===== config.mk =====
export PLATFORM = sky130hd
export DESIGN_NAME = freq_measure_scheduler
export DESIGN_NICKNAME = d
export VERILOG_FILES = /design/src/rtl/freq_measure_scheduler.sv
export SDC_FILE = /design/constraint.sdc
export NUM_CORES = 1
export LEC_CHECK = 0
export CAP_MARGIN = 25
export CORE_UTILIZATION = 55
export CTS_CLUSTER_SIZE = 30
export DETAILED_ROUTE_END_ITERATION = 10
export GPL_TIMING_DRIVEN = 0
export PLACE_DENSITY = 0.77
export SLEW_MARGIN = 0
export SYNTH_ARGS = -nofsm -noshare
export SYNTH_HDL_FRONTEND = slang
export SYNTH_SLANG_ARGS = --single-unit

===== constraint.sdc =====
create_clock -name Main_CLK -period 15.48 [get_ports Main_CLK]
set_input_delay 3.87 -clock Main_CLK [delete_from_list [all_inputs] [get_ports Main_CLK]]
set_output_delay 3.87 -clock Main_CLK [all_outputs]
set_load 0.005 [all_outputs]

===== src/rtl/freq_measure_scheduler.sv =====
// Two-channel cursor frequency engine: one shared restoring divider and one shared
// double-dabble converter, CH1 then CH2. Optional auto-refresh: FREQ_SCHED_AUTO_EN.
module freq_measure_scheduler #(
   parameter int REFRESH_CYCLES = 1000000
) (
   input  logic        Main_CLK,
   input  logic        Main_RST_n,
   input  logic        Start,
   input  logic [5:0]  TimeScale,
   input  logic [8:0]  CH1_Right_Time_Cursor,
   input  logic [8:0]  CH1_Left_Time_Cursor,
   input  logic [8:0]  CH2_Right_Time_Cursor,
   input  logic [8:0]  CH2_Left_Time_Cursor,
   output logic [19:0] CH1_BCD,
   output logic [19:0] CH2_BCD,
   output logic        CH1_Ovr,
   output logic        CH2_Ovr,
   output logic        CH1_Inval,
   output logic        CH2_Inval,
   output logic        Busy,
   output logic        Done
);

   localparam logic [20:0] DIVIDEND = 21'd1474560;

   typedef enum logic [2:0] {IDLE, LOAD, DIV, BCD, STORE} state_t;

   state_t      state, next_state;
   logic        ch;
   logic [4:0]  cnt;
   logic [14:0] divisor;
   logic [14:0] rem;
   logic [20:0] dq;
   logic [15:0] bin;
   logic [19:0] bcd;
   logic        ovr, inval;
   logic        start_req;
   logic        load_en, div_en, bcd_en, store_en;

   generate
      if (REFRESH_CYCLES < 80) begin : g_bad_refresh
         $error("REFRESH_CYCLES must be at least 80");
      end
   endgenerate

`ifdef FREQ_SCHED_AUTO_EN
   localparam int CW = (REFRESH_CYCLES > 1) ? $clog2(REFRESH_CYCLES) : 1;
   logic [CW-1:0] refresh_cnt;
   logic          auto_start;

   assign auto_start = (refresh_cnt == CW'(REFRESH_CYCLES - 1));

   always_ff @(posedge Main_CLK or negedge Main_RST_n) begin
      if (!Main_RST_n)     refresh_cnt <= '0;
      else if (auto_start) refresh_cnt <= '0;
      else                 refresh_cnt <= refresh_cnt + 1'b1;
   end

   assign start_req = Start | auto_start;
`else
   assign start_req = Start;
`endif

   always_ff @(posedge Main_CLK or negedge Main_RST_n) begin
      if (!Main_RST_n) state <= IDLE;
      else             state <= next_state;
   end

   always_comb begin
      next_state = state;
      case (state)
         IDLE:    if (start_req) next_state = LOAD;
         LOAD:    next_state = DIV;
         DIV:     if (cnt == 5'd20) next_state = BCD;
         BCD:     if (cnt == 5'd15) next_state = STORE;
         STORE:   next_state = ch ? IDLE : LOAD;
         default: next_state = IDLE;
      endcase
   end

   always_comb begin
      load_en  = 1'b0;
      div_en   = 1'b0;
      bcd_en   = 1'b0;
      store_en = 1'b0;
      Busy     = (state != IDLE);
      case (state)
         LOAD:    load_en  = 1'b1;
         DIV:     div_en   = 1'b1;
         BCD:     bcd_en   = 1'b1;
         STORE:   store_en = 1'b1;
         default: ;
      endcase
   end

   // Operand selection and cursor distance for the channel being loaded
   logic [8:0] cur_r, cur_l, delta;
   assign cur_r = ch ? CH2_Right_Time_Cursor : CH1_Right_Time_Cursor;
   assign cur_l = ch ? CH2_Left_Time_Cursor  : CH1_Left_Time_Cursor;
   assign delta = (cur_r >= cur_l) ? (cur_r - cur_l) : (cur_l - cur_r);

   // Restoring step; a successful subtract always fits 15 bits, so modular
   // 15-bit subtraction gives the exact new remainder.
   logic [15:0] rem_sh;
   logic [14:0] rem_sub;
   logic        q_bit;
   logic [20:0] q_next;
   assign rem_sh  = {rem, dq[20]};
   assign rem_sub = rem_sh[14:0] - divisor;
   assign q_bit   = (rem_sh >= {1'b0, divisor});
   assign q_next  = {dq[19:0], q_bit};

   // Shift first, then add-3 ahead of the next shift; skipped after the last one
   logic [19:0] bcd_sh, bcd_adj;
   assign bcd_sh = {bcd[18:0], bin[15]};
   always_comb begin
      bcd_adj = bcd_sh;
      for (int i = 0; i < 5; i++)
         if (bcd_sh[4*i +: 4] > 4'd4) bcd_adj[4*i +: 4] = bcd_sh[4*i +: 4] + 4'd3;
   end

   always_ff @(posedge Main_CLK or negedge Main_RST_n) begin
      if (!Main_RST_n) begin
         ch        <= 1'b0;
         cnt       <= '0;
         divisor   <= '0;
         rem       <= '0;
         dq        <= '0;
         bin       <= '0;
         bcd       <= '0;
         ovr       <= 1'b0;
         inval     <= 1'b0;
         CH1_BCD   <= '0;
         CH2_BCD   <= '0;
         CH1_Ovr   <= 1'b0;
         CH2_Ovr   <= 1'b0;
         CH1_Inval <= 1'b0;
         CH2_Inval <= 1'b0;
         Done      <= 1'b0;
      end else begin
         Done <= store_en & ch;

         if (state == IDLE && start_req) ch <= 1'b0;
         else if (store_en && !ch)       ch <= 1'b1;

         if (load_en || (div_en && cnt == 5'd20)) cnt <= '0;
         else if (div_en || bcd_en)               cnt <= cnt + 5'd1;

         if (load_en) begin
            divisor <= 15'(TimeScale) * 15'(delta);
            rem     <= '0;
            dq      <= DIVIDEND;
         end

         if (div_en) begin
            rem <= q_bit ? rem_sub : rem_sh[14:0];
            dq  <= q_next;
            if (cnt == 5'd20) begin
               bcd <= '0;
               if (divisor == '0) begin
                  bin <= '0; ovr <= 1'b0; inval <= 1'b1;
               end else if (q_next > 21'd65535) begin
                  bin <= 16'hFFFF; ovr <= 1'b1; inval <= 1'b0;
               end else begin
                  bin <= q_next[15:0]; ovr <= 1'b0; inval <= 1'b0;
               end
            end
         end

         if (bcd_en) begin
            bin <= {bin[14:0], 1'b0};
            bcd <= (cnt == 5'd15) ? bcd_sh : bcd_adj;
         end

         if (store_en) begin
            if (!ch) begin
               CH1_BCD <= bcd; CH1_Ovr <= ovr; CH1_Inval <= inval;
            end else begin
               CH2_BCD <= bcd; CH2_Ovr <= ovr; CH2_Inval <= inval;
            end
         end
      end
   end

endmodule


==> impl_metrics.yaml <==
synth:
  syn_area_mm2: 0.01041
  synthAdderAreaFrac: 0.1373
  synth_ff_type: "dfrtp_1"
  ys_seq_area_frac: 0.3437
  synth_top_family_by_area: "simple AND/OR/NAND/NOR gates"
  synthMuxAreaShare: 0.08858
  synth_cell_type_count: 70
  synth.avg_cell_area_um2: 9.036
  synth_nets: 1292
  ys.warnings.count: 0
  yosys.area_share.simple: 0.1781
  ys_seq_elements: 143
  synth-async-reset-ratio: 1.000
  synth-compound-area-share: 0.1708
  synthCells: 1152
  synth_xor_xnor_area_share: 0.01683
  synth_edf_count: 0
timing:
  slew_viol_final: 0
  period_needed_ns: 10.41
  hold_viol: 0
  slew_headroom: 0.4534
  fin_skew_ns: 0.01002
  setup_ws_ns: 5.075
  worst_pin_slew_ns: 0.8199
  period_share: 0.6722
  fmax_ghz: 0.09611
  rsz0062_at_grt: "no"
  setup_viol_count_final: 0
  fin_setup_tns_ns: 0
place:
  dp_slack_ns: 4.626
  hpwl_mm: 18.55
  io_buffers: 90
  routabilityCongestion: 0.9334
  dp_cells: 1472
clock_tree:
  clockRootBuffer: "clkbuf_16"
  cts.sinks: 143
  cts_tree: "yes"
  htreeDepth: 4
  clk_path_buf_depth: 2
  ctsHoldBuffers: 0
  post_cts_buffers: 0
  clkTransAtPathRegs_ns: 0.06
  post_cts_resized: 0
  clk_latency_ns: 0.42
  numCtsBuffers: 17
cells_and_area:
  ff_latch_area_mm2: 0.003578
  area_delta_synth_final_pct: 17.42
  drive_gt1_frac: 0.08235
  nFillCells: 1495
  postLayoutCoreUtil: 0.6690
  multi_input_area_mm2: 0.006158
  nets: 1402
  final_cell_mix: "dfrtp_1, nand2_1, inv_1"
  instances_no_fill: 1504
  n_antenna_cell: 0
detailed_routing:
  vias_per_cell: 5.953
  drtIter0Drc: 642
  antenna_left: 0
  drc: 0
  wirelength_mm: 24.77
  post_drt_wl_per_cell_um: 16.47
  first_pass_iters: 7
  via_count: 8954
floorplanning:
  ioPinCount: 91
  die_area_mm2: 0.01948
  core_mm2: 0.01827
  dieHeight_um: 139.6
  std_cell_rows: 49
  start_util: 0.5698
  chipWidth_um: 139.6
worst_setup_path:
  crit_type: "in -> reg"
  cp-start-kind: "input port"
  crit_required_ns: 15.77
  arrival_ns: 10.69
  crit_fanout: 8
  end_kind: "flop"
worst_hold_path:
  hold_class: "reg -> reg"
global_route:
  grt_start_max_net_pins: 98
  grt_usage: 0.2619
  grt_pass1_vias: 8536
  grt_pass1_wl_mm: 41.31
  antenna_found_initial: 0
  grt-ovfl-total: 0
job:
  cap_violations: 0
status:
  status: "finished clean"
==> metal layers <==
layer  wire (µm)  vias to the layer above  share of wire  global-route usage
li1            -                     4266              -                   -
met1       10730                     4322           0.43              0.3333
met2       12100                      313           0.49              0.4472
met3        1110                       53          0.045             0.03200
met4         818                        0          0.033              0.1197
met5           0                        -              0                   0
==> stage by stage <==
stage	area (µm²)	hold WS, ns
floorplan	10410	0.4492
global placement	11600	0.4635
detailed placement	11630	0.4696
CTS	12220	0.4839
global route	12220	0.5113
finish	12220	0.4817
==> Yosys cell counts, types with 4 or more instances <==
library cell | count | area share
a211o_1 | 4 | 0.0034
a211oi_1 | 11 | 0.0079
a21o_1 | 8 | 0.0058
a21oi_1 | 46 | 0.022
a221oi_1 | 7 | 0.0059
a22o_1 | 16 | 0.013
a31oi_1 | 4 | 0.0024
and2_1 | 25 | 0.015
and3_1 | 16 | 0.0096
clkbuf_1 | 52 | 0.019
dfrtp_1 | 143 | 0.34
fa_1 | 32 | 0.062
ha_1 | 63 | 0.076
inv_1 | 111 | 0.040
mux2_2 | 49 | 0.053
mux2i_1 | 37 | 0.036
nand2_1 | 143 | 0.052
nand2b_1 | 22 | 0.013
nand3_1 | 25 | 0.012
nor2_1 | 57 | 0.021
nor2b_1 | 26 | 0.016
nor3_1 | 22 | 0.011
nor4_1 | 8 | 0.0048
o211ai_1 | 14 | 0.010
o21a_1 | 5 | 0.0036
o21ai_0 | 61 | 0.029
o221a_2 | 5 | 0.0054
o221ai_1 | 18 | 0.015
o22ai_1 | 16 | 0.0096
o311ai_0 | 8 | 0.0067
o31a_1 | 4 | 0.0034
o31ai_1 | 4 | 0.0029
or2_2 | 5 | 0.0030
xnor2_1 | 17 | 0.014
==> logic make-up (layout without fill, tap and decap cells) <==
group | Yosys count | after routing
flops | 143 | 143
buf+inv | 172 | 295
simple gates | 377 | 377
mux | 86 | 86
xor+xnor | 20 | 20
compound gates | 259 | 259
fa+ha+maj | 95 | 95
==> registers in the layout, summed over array words and instances (netlist names), 3 cells and up <==
register	cells
bin	16
dq	21
bcd	20
cnt	5
CH1_BCD	20
CH2_BCD	20
state	3
divisor	15
rem	15
==> path summary, 6_finish.rpt <==
path                                          start          end  slack [ns]  cells after the start
setup reg to reg                                 ch  divisor[14]        7.81                     25
max in group asynchronous                Main_RST_n     state[0]       11.29                      2
min in group asynchronous                Main_RST_n       rem[5]        3.37                      1
setup / recovery           CH2_Right_Time_Cursor[1]  divisor[14]        5.07                     25
hold / removal                               bin[5]       bin[6]        0.48                      2
hold reg to reg                              bin[5]       bin[6]        0.48                      2
==> layout make-up <==
class / count / area share
Multi-Input combinational cell: 837 / 0.5038
Clock inverter: 12 / 0.01228
Inverter: 111 / 0.03409
Sequential cell: 143 / 0.2928
Buffer: 61 / 0.02098
Clock buffer: 20 / 0.03654
Tap cell: 229 / 0.02344
Timing Repair Buffer: 91 / 0.07606
==> critical path: stages <==
cell and delay, ns:
clkdlybuf4s50_1 0.39, mux2i_1 0.29, inv_1 0.14, ha_1 0.33, and4_1 0.25, a211o_1 0.32, or3_4 0.37, nand3_1 0.27
and2_1 0.17, clkbuf_2 0.19, nand2_1 0.15, o311ai_0 0.60, fa_1 0.52, fa_1 0.49, inv_1 0.05, fa_1 0.52
inv_1 0.04, ha_1 0.32, or2_2 0.30, o31a_1 0.12, a311oi_1 0.44, o21bai_1 0.11, a21oi_1 0.18, xnor2_1 0.15
o21ai_0 0.09
Power is left out: the tool's default activity adds up to more than one toggle a clock period on the data nets, which glitch-free logic cannot reach.
